`config.mk`:
```
export PLATFORM = sky130hd
export DESIGN_NAME = seq_packet_bus_sink
export DESIGN_NICKNAME = d
export VERILOG_FILES = /design/src/rtl/seq_packet_bus_sink.sv
export SDC_FILE = /design/constraint.sdc
export NUM_CORES = 1
export LEC_CHECK = 0
export CAP_MARGIN = 20
export CORE_MARGIN = 2
export CORE_UTILIZATION = 49
export CTS_BUF_LIST = sky130_fd_sc_hd__clkbuf_8 sky130_fd_sc_hd__clkbuf_16
export DETAILED_ROUTE_END_ITERATION = 8
export HOLD_SLACK_MARGIN = 0.1
export PLACE_DENSITY = 0.81
export SYNTH_ARGS = -nofsm -noshare
export SYNTH_HDL_FRONTEND = slang
export SYNTH_SLANG_ARGS = --single-unit
```
`constraint.sdc`:
```
create_clock -name clk -period 11 [get_ports clk]
set_clock_uncertainty 0.05 [all_clocks]
set_input_delay 2.75 -clock clk [delete_from_list [all_inputs] [get_ports clk]]
set_output_delay 2.75 -clock clk [all_outputs]
set_load 0.05 [all_outputs]
```
`src/rtl/seq_packet_bus_sink.sv`:
```
// Sequence packet bus sink: buffers one packet from the last bus node and
// drains its populated slots as individual sequence beats, lowest slot first.
// Packets with no sequences but a job/block flag become a single null beat.

`ifndef SEQ_PACKET_SIZE
`define SEQ_PACKET_SIZE 4
`endif
`ifndef SEQ_LL_BITS
`define SEQ_LL_BITS 8
`endif
`ifndef SEQ_ML_BITS
`define SEQ_ML_BITS 8
`endif
`ifndef SEQ_OFFSET_BITS
`define SEQ_OFFSET_BITS 16
`endif

module seq_packet_bus_sink #(
    parameter  int COUNT_BITS = 32,
    localparam int P          = `SEQ_PACKET_SIZE,
    localparam int LLB        = `SEQ_LL_BITS,
    localparam int MLB        = `SEQ_ML_BITS,
    localparam int OFB        = `SEQ_OFFSET_BITS
) (
    input  logic                  clk,
    input  logic                  rst,
    input  logic                  bus_i_valid,
    input  logic [P-1:0]          bus_i_mask,
    input  logic [LLB*P-1:0]      bus_i_ll,
    input  logic [MLB*P-1:0]      bus_i_ml,
    input  logic [OFB*P-1:0]      bus_i_offset,
    input  logic [MLB-1:0]        bus_i_overlap,
    input  logic                  bus_i_eoj,
    input  logic                  bus_i_delim,
    output logic                  bus_i_ready,
    output logic                  seq_o_valid,
    input  logic                  seq_o_ready,
    output logic [LLB-1:0]        seq_o_ll,
    output logic [MLB-1:0]        seq_o_ml,
    output logic [OFB-1:0]        seq_o_offset,
    output logic [MLB-1:0]        seq_o_overlap,
    output logic                  seq_o_first,
    output logic                  seq_o_last,
    output logic                  seq_o_null,
    output logic                  seq_o_eoj,
    output logic                  seq_o_delim,
    output logic [COUNT_BITS-1:0] job_count,
    output logic [COUNT_BITS-1:0] seq_count
);

    typedef enum logic {EMPTY, DRAIN} state_t;

    state_t state, state_nxt;

    // Packet buffer; rem_p0 holds the slots not yet emitted.
    logic [P-1:0]     rem_p0;
    logic [LLB*P-1:0] ll_p0;
    logic [MLB*P-1:0] ml_p0;
    logic [OFB*P-1:0] off_p0;
    logic [MLB-1:0]   ovl_p0;
    logic             eoj_p0;
    logic             delim_p0;
    logic             first_p0;

    logic accept;
    logic beat;
    logic drop;
    logic is_null;
    logic last_beat;
    logic [P-1:0] onehot;

    assign accept    = bus_i_valid && bus_i_ready;
    assign beat      = seq_o_valid && seq_o_ready;
    assign drop      = (bus_i_mask == '0) && !bus_i_eoj && !bus_i_delim;
    assign is_null   = (rem_p0 == '0);
    // Null beat, or exactly one slot left, means this beat ends the packet.
    assign last_beat = is_null || ((rem_p0 & (rem_p0 - P'(1))) == '0);
    assign onehot    = rem_p0 & (~rem_p0 + P'(1));

    // State register.
    always_ff @(posedge clk or posedge rst) begin
        if (rst) state <= EMPTY;
        else     state <= state_nxt;
    end

    // Next state and handshake signals; ready never looks at bus_i_valid.
    always_comb begin
        state_nxt   = state;
        seq_o_valid = 1'b0;
        bus_i_ready = 1'b0;
        case (state)
            EMPTY: begin
                bus_i_ready = !rst;
                if (accept && !drop) state_nxt = DRAIN;
            end
            DRAIN: begin
                seq_o_valid = 1'b1;
                bus_i_ready = !rst && seq_o_ready && last_beat;
                if (beat && last_beat) state_nxt = (accept && !drop) ? DRAIN : EMPTY;
            end
            default: state_nxt = EMPTY;
        endcase
    end

    // Select the fields of the lowest remaining slot; null beats read zero.
    always_comb begin
        seq_o_ll     = '0;
        seq_o_ml     = '0;
        seq_o_offset = '0;
        for (int k = P - 1; k >= 0; k--) begin
            if (rem_p0[k]) begin
                seq_o_ll     = ll_p0[k*LLB +: LLB];
                seq_o_ml     = ml_p0[k*MLB +: MLB];
                seq_o_offset = off_p0[k*OFB +: OFB];
            end
        end
    end

    assign seq_o_first   = seq_o_valid && first_p0;
    assign seq_o_last    = seq_o_valid && last_beat;
    assign seq_o_null    = seq_o_valid && is_null;
    assign seq_o_eoj     = seq_o_last && eoj_p0;
    assign seq_o_delim   = seq_o_last && delim_p0;
    assign seq_o_overlap = seq_o_first ? ovl_p0 : '0;

    // Capture a new packet, or retire the emitted slot on each accepted beat.
    always_ff @(posedge clk or posedge rst) begin
        if (rst) begin
            rem_p0   <= '0;
            ll_p0    <= '0;
            ml_p0    <= '0;
            off_p0   <= '0;
            ovl_p0   <= '0;
            eoj_p0   <= 1'b0;
            delim_p0 <= 1'b0;
            first_p0 <= 1'b0;
        end else if (accept) begin
            rem_p0   <= bus_i_mask;
            ll_p0    <= bus_i_ll;
            ml_p0    <= bus_i_ml;
            off_p0   <= bus_i_offset;
            ovl_p0   <= bus_i_overlap;
            eoj_p0   <= bus_i_eoj;
            delim_p0 <= bus_i_delim;
            first_p0 <= 1'b1;
        end else if (beat) begin
            rem_p0   <= rem_p0 & ~onehot;
            first_p0 <= 1'b0;
        end
    end

    // Sequence and job counters, wrapping at their width.
    always_ff @(posedge clk or posedge rst) begin
        if (rst) begin
            seq_count <= '0;
            job_count <= '0;
        end else if (beat) begin
            if (!is_null) seq_count <= seq_count + COUNT_BITS'(1);
            if (seq_o_eoj) job_count <= job_count + COUNT_BITS'(1);
        end
    end

endmodule

```
==> reports/qor.yml, run 1 <==
arrival_ps: 4540
drtAntennaViolNets: 0
fmax_mhz: 136
maxCapViolCount: 0
crit_start: "seq_o_ready"
drt_first_pass_iters: 5
layout_common_cells: "256 x clkdlybuf4s50_1, 206 x dfrtp_1, 97 x mux2_2, 62 x nand2_1, 51 x xnor2_1"
htree_levels: 1
dieArea_mm2: 0.0202
routed_via_density: 5.51
wl_per_cell_um: 18.3
final_util: 0.682
use_met2: 0.374
power_mw: 3.54
die_h_um: 142
grt_usage: 0.227
p_comb_frac: 0.448
wl_mm: 23.0
grt_start_max_net_pins: 128
p_leak_nw: 5.35
period_needed_ps: 7340
ys_top_cells_by_area: "dfrtp_1 56%, mux2_2 12%, mux2_1 5.2%"
synth_nets: 920
globalRouteMet3Util: 0.0686
power_frac_seq: 0.348
rsz0062_at_grt: "no"
ys.flop_type: "dfrtp_1"
synth_warnings: 0
synth_top_area_cell: "dfrtp_1"
worstPathRequired_ps: 8200
min_path_type: "reg2reg"
syn_avg_cell_area_um2: 12.1
io_pins: 257
ys_types: 42
clock_latency_ps: 490
finalCritPeriodShare: 0.667
synth_seq_area_share: 0.556
crit_fanout: 7
grt_overflow: 0
core_area_mm2: 0.0187
grt_pass1_vias: 7026
tightestPinTransition_ps: 1020
synth_area_mm2: 0.00936
end_kind: "output port"
hold_viol_final: 0
place.gp.congestion: 0.805
drive_above_1_share: 0.148
place_ws_ps: 3660
die_w_um: 142
cts_num_sinks: 208
via_count: 6952
hold_buffers: 0
yosysTopAreaCellShare: 0.556
area_growth_pct: 36.3
busiest_layer: "met2"
r2r-start: "rem_p0[0]$_DFFE_PP0P_"
power_switching_mw: 1.43
synth-edff-count: 0
synthArstFlopShare: 1.00
path_class: "in2out"
synthCells: 772
numPortBuffers: 256
slew_violations: 0
power_density_mw_per_mm2: 278
p_clk_frac: 0.204
drc: 0
place_hpwl_mm: 15.7
root_buffer: "clkbuf_16"
cts.reportedPaths.clkPinSlew_ps: 60
start_kind: "input port"
finalSetupViolCount: 0
post_cts_buffers: 0
start_util: 0.501
drt_iter0_drc: 295
synth_seq_cells: 208
switching_share: 0.402
grt_pass1_wl_mm: 36.8
cts_max_path_buffers: 3
internal-power_mw: 2.12
fin_nets: 1160
hold_start: "ovl_p0[0]$_DFFE_PP0P_"
status: "complete, no violations"
ir_worst_vdd_mv: 0.228
tns_ps: 0
rows: 50
worst_slack_ps: 3660
grt_use_met1: 0.292
ctsResizeCount: 0
layout_commonest_cell: "clkdlybuf4s50_1"
max_slew_margin: 0.317
antenna_found_initial: 1
cts_tree: "built"
cts_buffers: 22
[power groups by stage]
stage / combinational, mW / clock (mW) / sequential, mW
floorplan: 1.11 / 0 / 1.23
global placement: 1.57 / 0 / 1.23
detailed placement: 1.59 / 0 / 1.24
CTS: 1.60 / 0.734 / 1.23
global route: 1.70 / 0.769 / 1.27
finish: 1.59 / 0.723 / 1.23
[logic make-up (layout without fill, tap and decap cells)]
logic type,count (synthesis),after routing,share of synthesized area
flip-flops,208,208,0.556
AND/OR/NAND/NOR,199,199,0.114
multiplexers,140,140,0.168
AO/OA/AOI/OAI,108,108,0.0680
XOR/XNOR,62,62,0.0588
buffers and inverters,52,306,0.0310
adder cells (fa/ha/maj),3,3,0.00387
other,0,1,0
[cells in the mapped netlist, types with 2 or more instances]
library cell,n
nor2_1,34
and2_1,5
a22oi_1,26
dfrtp_1,208
buf_4,12
nand3b_1,6
xor2_1,10
buf_2,4
clkbuf_1,24
mux2_1,43
nand2_1,62
nor3_1,6
and4_1,8
and3_1,21
a22o_1,4
nand4_1,17
nor4_4,2
mux2_2,97
nand3_1,26
o21ai_0,35
a21oi_1,39
nor2b_1,2
a21o_1,2
buf_6,6
ha_1,2
xnor2_1,51
inv_1,5
[metrics by stage]
stage	hold slack, ps	instance area [um^2]	std cells
2_1_floorplan	399	9360	772
3_5_place_dp	417	12000	1221
3_3_place_gp	411	12000	1221
5_1_grt	448	12800	1261
6_report	426	12800	1261
4_1_cts	430	12700	1259
[layout make-up]
| class | count | area (um^2) |
|---|---|---|
| Fill cell | 1395 | 5950 |
| Antenna cell | 1 | 2.50 |
| Multi-Input combinational cell | 512 | 3880 |
| Tap cell | 234 | 293 |
| Clock buffer | 28 | 644 |
| Clock inverter | 10 | 67.6 |
| Inverter | 5 | 26.3 |
| Sequential cell | 208 | 5210 |
| Timing Repair Buffer | 263 | 2640 |
[routing by layer]
| metal | part of all wire | wire, um | vias to the layer above |
|---|---|---|---|
| met1 | 0.41 | 9330 | 3474 |
| met3 | 0.085 | 1950 | 36 |
| met4 | 0.026 | 609 | 0 |
| li1 | - | - | 3206 |
| met5 | 0 | 0 | - |
| met2 | 0.48 | 11100 | 236 |
[critical path: stages]
cell	delay [ps]
clkdlybuf4s50_1	610
nand2_1	140
a21oi_1	200
clkdlybuf4s50_1	830
[state kept, by name, indices dropped and copies added (netlist names), 4 cells and up]
signal / cells
job_count: 32
ll_p0: 32
ml_p0: 32
off_p0: 64
ovl_p0: 8
rem_p0: 4
seq_count: 32
[final timing paths]
kind	endpoint	slack, ps	cells after the start
max reg2reg	off_p0[60]$_DFFE_PP0P_	7010	6
max in group asynchronous	ll_p0[0]$_DFFE_PP0P_	6950	4
min reg2reg	ovl_p0[0]$_DFFE_PP0P_	430	1
max	bus_i_ready	3660	4
min	ovl_p0[0]$_DFFE_PP0P_	430	1
min in group asynchronous	job_count[31]$_DFFE_PP0P_	2860	2
Power figures use the tool's default switching activity.
==> inputs of run 2 (changes only) <==
Settings changed: CORE_UTILIZATION 49 to 44, PLACE_DENSITY 0.81 to 0.77.
Clock period 11 ns to 5.9 ns, I/O delays scaled along.
==> reports/qor.yml, run 2 (synthesis results as in run 1) <==
grt_usage: 0.207  # -0.0201
end_kind: "output port"
layout_commonest_cell: "clkdlybuf4s50_1"
crit_chain: "clkdlybuf4s50_1 -> nand2_1 -> a21oi_1 -> clkdlybuf4s50_1"
finalSetupViolCount: 0  # unchanged
worstPathRequired_ps: 4380  # -3820 ps
grt_overflow: 0  # unchanged
ir_worst_vdd_mv: 0.551  # +140%
hold_buffers: 0  # unchanged
post_cts_buffers: 0  # unchanged
path_buf_inv: 2  # unchanged
start_util: 0.447  # -0.0537
p_leak_nw: 5.39  # +0.67%
hold_viol_final: 0  # unchanged
arrival_ps: 3290  # -1250 ps
hold_depth: 1  # unchanged
maxCapViolCount: 0  # unchanged
drt_iter0_drc: 287  # -2.7%
wl_mm: 23.0  # about the same
rsz0062_at_grt: "no"
area_growth_pct: 37.8
hold_ws_ps: 427  # +1.33 ps
die_h_um: 150  # +5.4%
seq_area_mm2: 0.00521  # unchanged
crit_path_top_delay_cell: "clkdlybuf4s50_1"
worst_slack_ps: 1090  # -2580 ps
tightestPinTransition_ps: 832  # -192 ps
status: "complete, no violations"
place.gp.congestion: 0.772  # -4.1%
io_pins: 257  # unchanged
dpl.cell_count: 1266  # +3.7%
crit_fanout: 7  # unchanged
start_kind: "input port"
fin_nets: 1165  # +0.43%
cts_tree: "built"
top_register: "off_p0"
grt_pass1_vias: 7094  # +0.97%
final_util: 0.616  # -0.0664
tns_ps: 0  # unchanged
path_delay_family: "buffers and inverters"
reg2reg_depth: 5  # -1
multi_input_comb_area_mm2: 0.00388  # unchanged
finalNonFillerCells: 1307  # +3.6%
cts.reportedPaths.clkPinSlew_ps: 60  # about the same
power_density_mw_per_mm2: 518  # +86%
path_class: "in2out"
fmax_mhz: 208
grt_pass1_wl_mm: 37.0  # +0.62%
largest_reg_flops: 64  # unchanged
dieArea_mm2: 0.0225  # +11%
drive_above_1_share: 0.154  # +0.00607
slew_violations: 0  # unchanged
drt_first_pass_iters: 4  # -1
place_hpwl_mm: 15.9  # +1.2%
cts_buffers: 23  # +4.5%
max_slew_margin: 0.445  # +0.128
grt_start_max_net_pins: 80  # -38%
antenna_found_initial: 3  # +2
htree_levels: 1  # unchanged
die_w_um: 150  # +5.4%
finalCritPeriodShare: 0.816
cts_num_sinks: 208  # unchanged
worstSetupPathDepth: 4  # unchanged
path_common_cell: "clkdlybuf4s50_1"
clock_latency_ps: 510  # +20 ps
slowest_delay_ps: 830  # about the same
nFillCells: 1687  # +21%
place_ws_ps: 1170  # -2490 ps
routed_via_density: 5.25  # -4.7%
root_buffer: "clkbuf_16"
drtAntennaViolNets: 0  # unchanged
reg2reg_slack_ps: 2730  # -4280 ps
cts_max_path_buffers: 3  # unchanged
min_path_type: "reg2reg"
numPortBuffers: 256  # unchanged
layout_common_cells: "256 x clkdlybuf4s50_1, 206 x dfrtp_1, 97 x mux2_2, 62 x nand2_1, 51 x xnor2_1"
drc: 0  # unchanged
ctsResizeCount: 0  # unchanged
via_count: 6865  # -1.3%
core_area_mm2: 0.0210  # +12%
period_needed_ps: 4810
rows: 53  # +6.0%
wl_per_cell_um: 17.6  # -3.5%
run 2: changes by cell type in the layout (fill, tap and decap cells not counted), sizes merged:
| cell | delta |
|---|---|
| clkinv | -1 |
| inv | -2 |
| buf | +4 |
| bufinv | +1 |
| clkbuf | +2 |
| clkinvlp | +1 |
run 2: final cells by class:
type | instances | share of cell area
inverter | 5 | 0.00175
antenna | 1 | 0.000194
multi-input combinational | 512 | 0.301
timing repair buffer | 267 | 0.208
clock inverter | 9 | 0.00727
clock buffer | 30 | 0.0521
tap | 275 | 0.0267
sequential | 208 | 0.404
run 2: worst reg2reg max path: stages, from the launching register on:
cell	delay (ps)
dfrtp_1	600
maj3_2	410
o21bai_2	440
a41o_4	660
buf_4	490
mux2_2	400
run 2: report_power, final:
group          internal, mW  switching, mW
combinational          1.19           1.73
clock                 0.881          0.558
sequential             1.96          0.362
run 2: per-layer routing:
metal,routed length (um),track usage,up-vias
met1,9570,0.262,3402
met2,10700,0.337,207
met3,2230,0.0768,36
met4,442,0.0509,4
met5,30,0,-
li1,-,-,3216
run 2: worst paths after layout:
check / from / end
max in group asynchronous: rst / job_count[23]$_DFFE_PP0P_
setup reg to reg: rem_p0[2]$_DFFE_PP0P_ / off_p0[56]$_DFFE_PP0P_
setup / recovery: seq_o_ready / bus_i_ready
hold / removal: seq_count[31]$_DFFE_PP0P_ / seq_count[31]$_DFFE_PP0P_
hold reg to reg: seq_count[31]$_DFFE_PP0P_ / seq_count[31]$_DFFE_PP0P_
min in group asynchronous: rst / state$_DFF_PP0_
run 2: through the flow:
stage,total power [mW],cell area (um^2)
finish,6.68,12900
global placement,5.23,12100
floorplan,4.36,9370
detailed placement,5.28,12100
global route,7.07,12900
CTS,6.75,12900
==> inputs of run 3 (changes only) <==
Clock period 5.9 ns to 3.95 ns, I/O delays scaled along.
==> reports/qor.yml, run 3 (synthesis results as in run 1) <==
status: "complete, no violations"
maxCapViolCount: 0  # unchanged
routed_via_density: 5.31  # +1.2%
tightestPinTransition_ps: 698  # -133 ps
grt_pass1_wl_mm: 37.9  # +2.4%
period_needed_ps: 3710
path_class: "reg2out"
clock_latency_ps: 510  # about the same
finalCritPeriodShare: 0.939
crit_end: "seq_o_offset[1]"
grt_overflow: 0  # unchanged
crit_fanout: 31  # +24
fmax_mhz: 270
root_buffer: "clkbuf_16"
rows: 53  # unchanged
slew_violations: 0  # unchanged
drt_iter0_drc: 341  # +19%
htree_levels: 1  # unchanged
worstPathRequired_ps: 2910  # -1470 ps
start_util: 0.447  # unchanged
layout_commonest_cell: "clkdlybuf4s50_1"
cts_max_path_buffers: 3  # unchanged
wl_per_cell_um: 18.3  # +3.8%
grt_pass1_vias: 7182  # +1.2%
rsz0062_at_grt: "no"
wl_mm: 24.0  # +4.2%
grt_usage: 0.214  # +0.00657
worst_slack_ps: 242  # -843 ps
io_pins: 257  # unchanged
start_kind: "flop"
reg2reg_slack_ps: 1130  # -1600 ps
antenna_found_initial: 3  # unchanged
dr_wl_met3_mm: 2.26  # +1.3%
top_register: "off_p0"
ir_worst_vdd_mv: 0.614  # +11%
fin_area_mm2: 0.0129  # about the same
wl_met2_mm: 11.5  # +7.1%
drive_above_1_share: 0.190  # +0.0359
highest_layer: "met5"
grt_start_max_net_pins: 120  # +50%
dieArea_mm2: 0.0225  # unchanged
place_ws_ps: 612  # -558 ps
cts_tree: "built"
layout_common_cells: "225 x clkdlybuf4s50_1, 205 x dfrtp_1, 97 x mux2_2, 62 x nand2_1, 51 x xnor2_1"
min_path_type: "reg2reg"
core_area_mm2: 0.0210  # unchanged
p_leak_nw: 5.47  # +1.5%
numPortBuffers: 256  # unchanged
dpl.cell_count: 1267  # +0.079%
place_hpwl_mm: 16.7  # +5.0%
drt_first_pass_iters: 6  # +2
finalNonFillerCells: 1313  # +0.46%
end_kind: "output port"
largest_reg_flops: 64  # unchanged
cts_num_sinks: 208  # unchanged
die_h_um: 150  # unchanged
via_count: 6977  # +1.6%
crit_start: "rem_p0[2]$_DFFE_PP0P_"
hold_viol_final: 0  # unchanged
r2r_end: "ovl_p0[6]$_DFFE_PP0P_"
placedInstanceArea_mm2: 0.0121  # -0.25%
arrival_ps: 2670  # -620 ps
area_growth_pct: 37.7  # about the same
tns_ps: 0  # unchanged
r2r-start: "rem_p0[2]$_DFFE_PP0P_"
met1_length_mm: 9.70  # +1.3%
max_slew_margin: 0.534  # +0.0890
die_w_um: 150  # unchanged
cts.reportedPaths.clkPinSlew_ps: 60  # about the same
cts_buffers: 24  # +4.3%
finalSetupViolCount: 0  # unchanged
fin_nets: 1166  # +0.086%
place.gp.congestion: 0.799  # +3.5%
power_density_mw_per_mm2: 783  # +51%
reg2reg_depth: 5  # unchanged
drc: 0  # unchanged
drtAntennaViolNets: 0  # unchanged
hold_buffers: 0  # unchanged
## run 3: critical path, stage by stage, from the launching register on
cell	delay (ps)
dfrtp_2	630
nand3b_1	260
a21oi_1	160
a21oi_1	50
o21ai_0	200
clkdlybuf4s50_1	840
## run 3: repair_timing
item,in CTS,in global routing
setup endpoints to repair,0,1
gates resized for setup,0,1
setup buffers,0,0
hold endpoints to repair,0,0
## run 3: worst min path at each step
stage | from | endpoint | depth (start not counted)
CTS | seq_count[31]$_DFFE_PP0P_ | seq_count[31]$_DFFE_PP0P_ | 1
global route | seq_count[31]$_DFFE_PP0P_ | seq_count[31]$_DFFE_PP0P_ | 1
finish | seq_count[31]$_DFFE_PP0P_ | seq_count[31]$_DFFE_PP0P_ | 1
global placement | ovl_p0[3]$_DFFE_PP0P_ | ovl_p0[3]$_DFFE_PP0P_ | 1
floorplan | ovl_p0[3]$_DFFE_PP0P_ | ovl_p0[3]$_DFFE_PP0P_ | 1
detailed placement | seq_count[31]$_DFFE_PP0P_ | seq_count[31]$_DFFE_PP0P_ | 1
## run 3: power by group
group          total [mW]  leakage [nW]  switching, mW  internal [mW]
Combinational        4.30          2.51           2.57           1.73
Clock                2.24         0.411          0.902           1.34
Sequential           3.55          2.55          0.625           2.93
## run 3: per-stage QoR
stage               hold slack (ps)  power, mW  utilization
detailed placement              418       7.89        0.576
CTS                             430       10.2        0.615
floorplan                       399       6.53            -
global placement                411       7.79        0.576
global route                    439       10.6        0.615
finish                          428       10.1        0.615
## run 3: final cells by class
| type | count | area (um^2) |
|---|---|---|
| flip-flops and latches | 208 | 5210 |
| repair buffers | 267 | 2610 |
| fillers | 1694 | 8060 |
| well taps | 275 | 344 |
| clock inverters | 16 | 145 |
| multi-input cells | 512 | 3890 |
| clock buffers | 28 | 667 |
| diodes | 2 | 5.00 |
| inverters | 5 | 22.5 |
## run 3: metal layers
metal,track usage,vias up
li1,-,3225
met1,0.262,3482
met2,0.357,224
met3,0.0787,44
met4,0.0552,2
met5,0,-
